===== src/rtl/pulse_shaper_if.sv =====
// Trigger/shaping bus between a pulse_shaper and whatever drives it.
interface pulse_shaper_if #(
    parameter int unsigned CNT_W = 8
);
    logic             data_in;
    logic [CNT_W-1:0] dly;
    logic [CNT_W-1:0] wid;
    logic             retrig_en;
    logic             data_out;
    logic             busy;
    logic             done;
    logic             overrun;

    modport master (
        output data_in, dly, wid, retrig_en,
        input  data_out, busy, done, overrun
    );

    modport slave (
        input  data_in, dly, wid, retrig_en,
        output data_out, busy, done, overrun
    );
endinterface


===== src/rtl/pulse_shaper.sv =====
// Delayed, width-programmable pulse generator with optional retrigger.
module pulse_shaper #(
    parameter int unsigned CNT_W = 8
) (
    input  logic           clk,
    input  logic           rst_n,
    pulse_shaper_if.slave  bus
);

    typedef enum logic [1:0] {
        IDLE   = 2'd0,
        DELAY  = 2'd1,
        ACTIVE = 2'd2
    } state_e;

    state_e           state_q, state_d;
    logic [CNT_W-1:0] dly_cnt_q, dly_cnt_d;
    logic [CNT_W-1:0] wid_lat_q, wid_lat_d;
    logic [CNT_W-1:0] wid_cnt_q, wid_cnt_d;
    logic             data_out_q, data_out_d;
    logic             busy_q, busy_d;
    logic             done_q, done_d;
    logic             overrun_q, overrun_d;
    logic [CNT_W-1:0] wid_eff_c;

    // A requested width of zero still produces a single high cycle.
    assign wid_eff_c = (bus.wid == '0) ? CNT_W'(1) : bus.wid;

    // State, counters and registered outputs.
    always_ff @(posedge clk or negedge rst_n) begin
        if (!rst_n) begin
            state_q    <= IDLE;
            dly_cnt_q  <= '0;
            wid_lat_q  <= '0;
            wid_cnt_q  <= '0;
            data_out_q <= 1'b0;
            busy_q     <= 1'b0;
            done_q     <= 1'b0;
            overrun_q  <= 1'b0;
        end else begin
            state_q    <= state_d;
            dly_cnt_q  <= dly_cnt_d;
            wid_lat_q  <= wid_lat_d;
            wid_cnt_q  <= wid_cnt_d;
            data_out_q <= data_out_d;
            busy_q     <= busy_d;
            done_q     <= done_d;
            overrun_q  <= overrun_d;
        end
    end

    // Next state; counters hold the remaining cycles including the current one.
    always_comb begin
        state_d   = state_q;
        dly_cnt_d = dly_cnt_q;
        wid_lat_d = wid_lat_q;
        wid_cnt_d = wid_cnt_q;
        done_d    = 1'b0;
        overrun_d = 1'b0;

        unique case (state_q)
            IDLE: begin
                if (bus.data_in) begin
                    dly_cnt_d = bus.dly;
                    wid_lat_d = wid_eff_c;
                    if (bus.dly == '0) begin
                        state_d   = ACTIVE;
                        wid_cnt_d = wid_eff_c;
                    end else begin
                        state_d = DELAY;
                    end
                end
            end
            DELAY: begin
                overrun_d = bus.data_in;
                if (dly_cnt_q <= CNT_W'(1)) begin
                    state_d   = ACTIVE;
                    wid_cnt_d = wid_lat_q;
                end else begin
                    dly_cnt_d = dly_cnt_q - CNT_W'(1);
                end
            end
            ACTIVE: begin
                if (bus.data_in && bus.retrig_en) begin
                    wid_cnt_d = wid_eff_c;
                end else begin
                    overrun_d = bus.data_in;
                    if (wid_cnt_q <= CNT_W'(1)) begin
                        state_d = IDLE;
                        done_d  = 1'b1;
                    end else begin
                        wid_cnt_d = wid_cnt_q - CNT_W'(1);
                    end
                end
            end
            default: begin
                state_d = IDLE;
            end
        endcase

        data_out_d = (state_d == ACTIVE);
        busy_d     = (state_d != IDLE);
    end

    assign bus.data_out = data_out_q;
    assign bus.busy     = busy_q;
    assign bus.done     = done_q;
    assign bus.overrun  = overrun_q;

endmodule


===== src/flat_wrapper.sv =====
// flat-port wrapper written by rule: the top's interface ports become plain ports
module pulse_shaper_flat 
#(
    parameter int unsigned CNT_W = 8
)
  (clk, rst_n, bus_data_in, bus_dly, bus_wid, bus_retrig_en, bus_data_out, bus_busy, bus_done, bus_overrun);
  pulse_shaper_if #(.CNT_W(CNT_W)) bus_i ();
  input  logic clk;
  input  logic rst_n;
  input wire logic [$bits(bus_i.data_in)-1:0] bus_data_in;
  input wire logic [$bits(bus_i.dly)-1:0] bus_dly;
  input wire logic [$bits(bus_i.wid)-1:0] bus_wid;
  input wire logic [$bits(bus_i.retrig_en)-1:0] bus_retrig_en;
  output wire logic [$bits(bus_i.data_out)-1:0] bus_data_out;
  output wire logic [$bits(bus_i.busy)-1:0] bus_busy;
  output wire logic [$bits(bus_i.done)-1:0] bus_done;
  output wire logic [$bits(bus_i.overrun)-1:0] bus_overrun;
  assign bus_i.data_in = bus_data_in;
  assign bus_i.dly = bus_dly;
  assign bus_i.wid = bus_wid;
  assign bus_i.retrig_en = bus_retrig_en;
  assign bus_data_out = bus_i.data_out;
  assign bus_busy = bus_i.busy;
  assign bus_done = bus_i.done;
  assign bus_overrun = bus_i.overrun;
  pulse_shaper #(.CNT_W(CNT_W)) u_core (.clk(clk), .rst_n(rst_n), .bus(bus_i));
endmodule

===== config.mk =====
export PLATFORM = sky130hd
export DESIGN_NAME = pulse_shaper_flat
export DESIGN_NICKNAME = d
export VERILOG_FILES = /design/src/rtl/pulse_shaper_if.sv /design/src/rtl/pulse_shaper.sv /design/src/flat_wrapper.sv
export SDC_FILE = /design/constraint.sdc
export NUM_CORES = 1
export LEC_CHECK = 0
export BUFFER_PORTS_ARGS = -buffer_cell sky130_fd_sc_hd__buf_2
export CAP_MARGIN = 25
export CORE_AREA = 10 10 81 66
export CTS_CLUSTER_DIAMETER = 200
export DETAILED_ROUTE_END_ITERATION = 8
export DIE_AREA = 0 0 91 76
export GPL_ROUTABILITY_DRIVEN = 1
export PLACE_DENSITY = 0.71
export SETUP_SLACK_MARGIN = 0.05
export SYNTH_ARGS = -nofsm -noshare
export SYNTH_HDL_FRONTEND = slang
export SYNTH_SLANG_ARGS = --single-unit

===== constraint.sdc =====
create_clock -name clk -period 4.95 [get_ports clk]
set_input_delay 0.2475 -clock clk [delete_from_list [all_inputs] [get_ports clk]]
set_output_delay 0.2475 -clock clk [all_outputs]
set_load 0.1 [all_outputs]

### Word level (Yosys, flattened, before mapping)

Cells that the tools add are included.

| word-level totals | value |
|---|---|
| bits in registers | 30 |
| output and inout port bits | 4 |

| operators by class | value |
|---|---|
| reduce and logical (&&, ||, !) cells | 10 |
| order comparisons | 2 |
| eq/ne operators | 8 |
| multiplexer cells | 21 |
| add/subtract/negate cells | 2 |

Operator list:

| kind | count |
|---|---|
| $mux W8 | 8 |
| $pmux W8 S3 | 1 |
| $le A8 B1 Y1 const B | 2 |
| $logic_not A8 Y1 | 2 |
| $pmux W8 S2 | 1 |
| $sub A8 B1 Y8 const B | 2 |
| $mux W2 | 5 |
| $pmux W2 S3 | 1 |
| $reduce_and A5 Y1 | 1 |
| $eq A2 B2 Y1 const B | 2 |
| $mux W1 | 4 |
| $ne A2 B1 Y1 const B | 2 |
| $ne A2 B2 Y1 const B | 2 |
| $reduce_bool A2 Y1 | 2 |
| $ne A3 B2 Y1 const B | 1 |
| $reduce_and A3 Y1 | 1 |
| $reduce_bool A3 Y1 | 1 |
| $eq A2 B1 Y1 const B | 1 |
| $logic_not A2 Y1 | 1 |
| $pmux W1 S2 | 1 |
| $reduce_and A2 Y1 | 1 |
| $logic_and A1 B1 Y1 | 1 |

### Depth between registers and ports, before layout

Gate-level depths: netlist of run 1.

| logic depth | value |
|---|---|
| depth in word-level cells | 5 |
| gate-level depth with buffers | 10 |
| gate-level depth less buffers | 7 |

### Least setup slack after synthesis of run 1

No wires, ideal clock.

| timing path | value |
|---|---|
| path type | flip-flop to flip-flop |
| start point | register u_core.wid_cnt_q[0] |
| end point | register u_core.wid_cnt_q[1] |
| cell stages (with the launch flop) | 9 |
| slack | 2.844 ns |
| library setup time | 0.130 ns |
| clock period less this slack | 2.106 ns |
| arrival time | 1.976 ns |
| path through | dfrtp_1 > inv_1 > ha_1 > or2_1 > and4_1 > or4b_1 > clkbuf_2 > a221oi_1 > a21oi_1 |

| on the way | value |
|---|---|
| word-level cells in the longest chain between the ends | 4 |
| elaborated cells between the ends (all ways) | 7 |
| those cells by class | 1 x add/sub; 1 x order compare; 1 x eq/ne; 3 x mux; 1 x reduce/logical |

Ends and longest elaborated chain:

| what | RTL line | text |
|---|---|---|
| start: declaration | pulse_shaper.sv:19 | `logic [CNT_W-1:0] wid_cnt_q, wid_cnt_d;` |
| start signal: assignment | pulse_shaper.sv:44 | `wid_cnt_q <= wid_cnt_d;` |
| $sub A8 B1 Y8 | pulse_shaper.sv:92 | `wid_cnt_d = wid_cnt_q - CNT_W'(1);` |
| $mux W8 | pulse_shaper.sv:88 | `if (wid_cnt_q <= CNT_W'(1)) begin` |
| $mux W8 | pulse_shaper.sv:84 | `if (bus.data_in && bus.retrig_en) begin` |
| $pmux W8 S3 | pulse_shaper.sv:61 | `unique case (state_q)` |

Parallel ways exist; a longest one is shown, timed or not. The select of a mux whose other input is x is not followed.
A chain may end at the register's enable or synchronous reset.

### Worst setup path in the final report of run 1

| timing path | value |
|---|---|
| start point | register u_core.state_q[1] |
| end point | register u_core.wid_cnt_q[0] |

| on the way | value |
|---|---|
| word-level cells in the longest chain between the ends | 3 |
| elaborated cells between the ends (all ways) | 10 |
| those cells by class | 6 x eq/ne; 1 x mux; 3 x reduce/logical |

Ends and longest elaborated chain:

| what | RTL line | text |
|---|---|---|
| start: declaration | pulse_shaper.sv:16 | `state_e state_q, state_d;` |
| start signal: assignment | pulse_shaper.sv:41 | `state_q <= state_d;` |
| $eq A2 B2 Y1, or another cell as far along | pulse_shaper.sv:61 |  |
| $ne A3 B2 Y1 (no line), or another cell as far along | n/a |  |
| $reduce_and A5 Y1 (no line) | n/a |  |

Parallel ways exist; a longest one is shown, timed or not.

==> results.yml, run 1 <==
outcome:
  status: "complete, but fails checks"
  violations: "negative hold slack"
timing:
  rsz0062_at_grt: "no"
  hold_violations: 10
  tns_ns: 0
  fin_crit_sh: 0.5499
  timing.hold.ws_ns: -0.003779
  max_freq_mhz: 367.4
  maxSlewViolCount: 0
  setup_viol: 0
  max-slew-margin-rel: 0.5152
  layout_min_cycle_time_ns: 2.722
  fin_skew_ns: 0.006114
  tightest_slew_ns: 0.7272
setup_path:
  worst-r2r-setup-slack_ns: 2.23
  cpPeakStageDelay_ns: 0.85
  crit_top_cell: "inv_1"
  worstSetupEndpointType: "flop"
  critical_path_peak_fanout: 19
  path_class: "flop to flop"
  crit_family: "simple AND/OR/NAND/NOR gates"
  crit_buf_inv: 2
  crit_path_start_kind: "flop"
  cp.required_ns: 5.11
  cp.arrival_ns: 2.88
  crit_path_cell_trace: "inv_1 -> ha_1 -> inv_1 -> a31oi_1 -> or4b_1 -> a221oi_1 -> a21oi_1"
  slowest_stage: "or4b_1"
clock_tree:
  clock-sinks: 30
  cts_buffers: 5
  cts_hold_buf: 0
  cts_resized: 0
  cts-root-buf: "clkbuf_8"
  cts_buffer_depth: 2
  cts_tree: "done"
  clock_latency_ns: 0.29
  postCtsSetupBuffers: 0
  path_clk_slew_ns: 0.06
  h-tree-depth: 2
logic_synthesis:
  async_flop_share: 1.000
  ys_ff_latch: 30
  ys.flop_type: "dfrtp_1"
  syn_nets: 230
  netlist_area_um2: 1812
  synthDistinctLibCells: 49
  synth_edf_count: 0
  synth_area_leader_cell: "dfrtp_1"
  netlist_top_cells_area: "dfrtp_1 (41%), o21ai_0 (6.1%), ha_1 (5.5%)"
  avgSynthCellArea_um2: 8.969
  synth_common_cells: "dfrtp_1 (30), nand2_1 (22), o21ai_0 (22)"
  synth_top_area_share: 0.4144
  yosysSeqAreaShare: 0.4144
  yosys_warnings: 0
  yosysMostFrequentCell: "dfrtp_1"
  postSynthCellCount: 202
finish:
  area_delta_synth_final_pct: 13.19
  drive_above_1_share: 0.1991
  insertedDiodeCount: 0
  nets: 253
place:
  dp_hpwl_mm: 3.029
  place_congestion: 0.7992
  numPortBuffers: 23
power_and_ir_drop:
  power_frac_comb: 0.487
  p_leak_nw: 0.8946
  peakVddDrop_mv: 0.2952
  pwr-share-seq: 0.356
  power_mw: 1.294
  internal_power_uw: 711.3
  clockPowerShare: 0.157
  netSwitchingPower_uw: 583.0
  pwr_density_cell_nw_per_um2: 631.2
  switching_share: 0.4504
run:
  cap_violations: 0
detailed_routing:
  via_per_inst: 5.765
  drt_iter0_markers: 129
  vias: 1620
  finalWirelength_mm: 4.334
  first_pass_iters: 4
  drc: 0
  wl_per_cell_um: 15.42
  drtAntennaViolNets: 0
global_route:
  grt_pass1_wl_mm: 7.286
  grt_max_degree: 31
  gr-total-overflow: 0
  antenna_found_initial: 0
  grt_use_total: 0.1264
  grt_pass1_vias: 1518
worst_hold_path:
  hold_class: "input port to asynchronous set/reset pin"
floorplanning:
  dieWidth_um: 91
  die-area_um2: 6916
  row_count: 20
  io_pins: 24
  die_h_um: 76
  start_util: 0.4701
  core_area_um2: 3854
==> worst register-to-register path, delay by kind of cell, from the launching register on <==
kind / cells / cell delay, ns
fa+ha+maj: 1 / 0.44
flops: 1 / 0.39
compound gates: 3 / 0.49
simple gates: 1 / 0.85
buf+inv: 2 / 0.42
==> final cells by class <==
cell class                 count  area, um2
fill                         375       1803
multi-input combinational    153      975.9
sequential                    30      750.7
timing repair buffer          24      122.6
clock buffer                   7      86.33
tap                           55      68.82
inverter                      11      41.29
clock inverter                 1      5.005
==> per-stage QoR <==
step,setup slack [ns],std cells,utilization,area (um2)
3_3_place_gp,2.301,272,0.5065,1952
5_1_grt,2.051,281,0.5321,2051
3_5_place_dp,2.185,272,0.5065,1952
4_1_cts,2.188,280,0.5302,2043
2_1_floorplan,2.844,202,-,1812
6_report,2.228,281,0.5321,2051
==> routing by layer <==
layer  GRT usage  wire length [um]
met2      0.1721              1804
met3     0.04429               283
met4     0.04688                61
met1      0.1765              2184
met5           0                 0
==> power groups by stage <==
stage          clock (mW)  combinational, mW  sequential [mW]
2_1_floorplan           0              0.460            0.489
3_3_place_gp            0              0.602            0.461
3_5_place_dp            0              0.614            0.462
4_1_cts             0.207              0.620            0.458
5_1_grt             0.219              0.713            0.480
6_report            0.203              0.631            0.460
==> final timing paths <==
kind,from,end,cells past startpoint
max in group asynchronous,rst_n,u_core.dly_cnt_q[5],1
worst min-delay path,rst_n,u_core.bus.done,1
min in group clk,bus_wid[1],u_core.wid_lat_q[1],2
worst max-delay path,u_core.state_q[1],u_core.wid_cnt_q[0],7
worst max register to register,u_core.state_q[1],u_core.wid_cnt_q[0],7
worst min register to register,u_core.wid_lat_q[1],u_core.wid_lat_q[1],1
==> logic make-up after synthesis <==
| logic type | synth area share |
|---|---|
| AOI/OAI and AO/OA | 0.2334 |
| and+or+nand+nor | 0.1844 |
| DFF | 0.4144 |
| buffers and inverters | 0.04695 |
| muxes | 0.06078 |
| adders and majority gates | 0.05525 |
| xor gates and xnor gates | 0.004835 |
==> cells in the final DEF (no fill, tap or decap), types with 2 or more instances in the layout <==
cell type,instances
nor2b_1,2
o22ai_1,6
nor4_1,5
a21boi_0,2
buf_2,23
nor3_1,4
nor2_1,10
a21oi_1,11
mux2_2,8
a221oi_1,2
nand2_1,22
a41oi_1,2
o31ai_1,3
clkbuf_8,6
o21ai_1,4
ha_1,8
or4b_1,2
nand3_1,8
a31oi_1,6
a22oi_1,3
dfrtp_1,30
o21ai_0,22
inv_1,11
mux2i_1,2
==> state kept, by name, indices dropped and copies added, names as in the netlist <==
name,flops
u_core.bus.busy,1
u_core.bus.data_out,1
u_core.bus.done,1
u_core.bus.overrun,1
u_core.dly_cnt_q,8
u_core.state_q,2
u_core.wid_cnt_q,8
u_core.wid_lat_q,8
Note: power is estimated with default switching activity, not from simulation.
==> inputs of run 2 (changes only) <==
Settings changed: PLACE_DENSITY 0.71 to 0.74.
Clock period 4.95 ns to 2.34 ns, I/O delays scaled along.
==> results.yml, run 2 (same netlist as run 1, synthesis figures left out) <==
outcome:
  status: "complete, no violations"
place:
  dp_hpwl_mm: 3.314
  numPortBuffers: 23
  dp_cells: 281
  place_congestion: 0.8956
finish:
  nets: 263
  fin_cells: 291
  top_regs: "u_core.dly_cnt_q: 8 flops, u_core.wid_cnt_q: 8 flops, u_core.wid_lat_q: 8 flops"
  insertedDiodeCount: 0
  drive_above_1_share: 0.2331
  layout_commonest_cell: "dfrtp_1"
  area_delta_synth_final_pct: 17.82
  final_cell_mix: "dfrtp_1 (30), buf_2 (23), nand2_1 (22)"
clock_tree:
  clock-sinks: 30
  path_clk_slew_ns: 0.06
  clock_latency_ns: 0.28
  cts_tree: "done"
  cts_buffers: 5
  cts_buffer_depth: 2
  cts-root-buf: "clkbuf_8"
  h-tree-depth: 2
timing:
  hold_violations: 0
  max-slew-margin-rel: 0.4898
  rsz0062_at_grt: "no"
  tightest_slew_ns: 0.7573
  fin_skew_ns: 0.005152
  maxSlewViolCount: 0
  timing.hold.ws_ns: 0.1084
  max_freq_mhz: 447.8
  tns_ns: 0
  fin_crit_sh: 0.9542
  layout_min_cycle_time_ns: 2.233
  setup_viol: 0
power_and_ir_drop:
  pwr_density_cell_nw_per_um2: 1338
  p_leak_nw: 0.9452
  power_frac_comb: 0.511
  clockPowerShare: 0.148
  netSwitchingPower_mw: 1.271
  pwr-share-seq: 0.341
  internal_power_mw: 1.585
  switching_share: 0.4451
  peakVddDrop_mv: 0.6333
setup_path:
  worstSetupEndpointType: "flop"
  crit_path_start_kind: "flop"
  path_class: "flop to flop"
  cp.required_ns: 2.50
  cp.arrival_ns: 2.39
  critical_path_peak_fanout: 16
detailed_routing:
  vias: 1623
  finalWirelength_mm: 4.434
  first_pass_iters: 4
  drtAntennaViolNets: 0
  via_per_inst: 5.577
  wl_per_cell_um: 15.24
  drc: 0
  drt_iter0_markers: 140
global_route:
  gr-total-overflow: 0
  grt_pass1_wl_mm: 7.293
  grt_max_degree: 31
  grt_pass1_vias: 1548
  antenna_found_initial: 0
  grt_use_total: 0.1245
floorplanning:
  core_area_um2: 3854
  start_util: 0.4701
  row_count: 20
  dieWidth_um: 91
  die-area_um2: 6916
  die_h_um: 76
  io_pins: 24
worst_hold_path:
  hold_class: "input port to flop"
run:
  cap_violations: 0
==> run 2: cell count changes in the layout (fill, tap and decap cells not counted) <==
cell / delta
o21ai_0: -2
a221oi_2: +1
buf_4: +9
a221oi_1: -1
dlygate4sd3_1: +1
o21ai_1: +2
==> run 2: critical path, cell delays in order (launching register included) <==
cell,delay [ns]
dfrtp_1,0.40
inv_1,0.08
ha_1,0.21
or2_1,0.22
and4_1,0.19
or4b_1,0.49
buf_4,0.21
a221oi_1,0.24
a21oi_1,0.07
==> run 2: repair_timing <==
item,in CTS,in global routing
setup endpoints to repair,0,4
gates resized for setup,0,3
hold endpoints to repair,30,0
hold buffers,1,0
setup buffers,0,1
==> run 2: cell type report <==
class / instances / area, um2
clock buffers: 7 / 86.33
clock inverters: 1 / 5.005
fillers: 371 / 1719
inverters: 11 / 41.29
multi-input cells: 153 / 982.2
flip-flops and latches: 30 / 750.7
well taps: 55 / 68.82
repair buffers: 34 / 200.2
==> run 2: worst paths after layout <==
check	from	endpoint	slack, ns	cells past startpoint
setup / recovery	u_core.wid_cnt_q[0]	u_core.wid_cnt_q[0]	0.11	8
hold / removal	bus_wid[4]	u_core.wid_lat_q[4]	0.11	2
setup reg to reg	u_core.wid_cnt_q[0]	u_core.wid_cnt_q[0]	0.11	8
hold reg to reg	u_core.wid_lat_q[1]	u_core.wid_lat_q[1]	0.51	1
max in group asynchronous	rst_n	u_core.wid_lat_q[7]	1.48	2
min in group asynchronous	rst_n	u_core.dly_cnt_q[4]	0.42	2
==> run 2: per-layer routing <==
metal	GRT usage	share of wire	vias to the layer above
met5	0	0	-
met4	0.03281	0.0099	0
met3	0.03445	0.053	7
met2	0.1786	0.43	42
met1	0.1770	0.51	759
li1	-	-	815
==> run 2: power by group through the flow <==
stage                     registers, mW  clock network (mW)  logic [mW]
after floorplan                    1.04                   0       0.972
after detailed placement          0.977                   0        1.42
after global placement            0.965                   0        1.38
final                             0.975               0.422        1.46
after global routing               1.02               0.452        1.63
after CTS                         0.968               0.434        1.42
==> run 2: metrics by stage <==
step	cell area, um2	util	worst slack (ns)	power [mW]
2_1_floorplan	1812	-	0.2337	2.008
3_3_place_gp	2019	0.5240	0.1968	2.346
3_5_place_dp	2019	0.5240	0.1308	2.396
4_1_cts	2121	0.5503	0.1327	2.824
5_1_grt	2135	0.5539	0.01109	3.096
6_report	2135	0.5539	0.1071	2.856
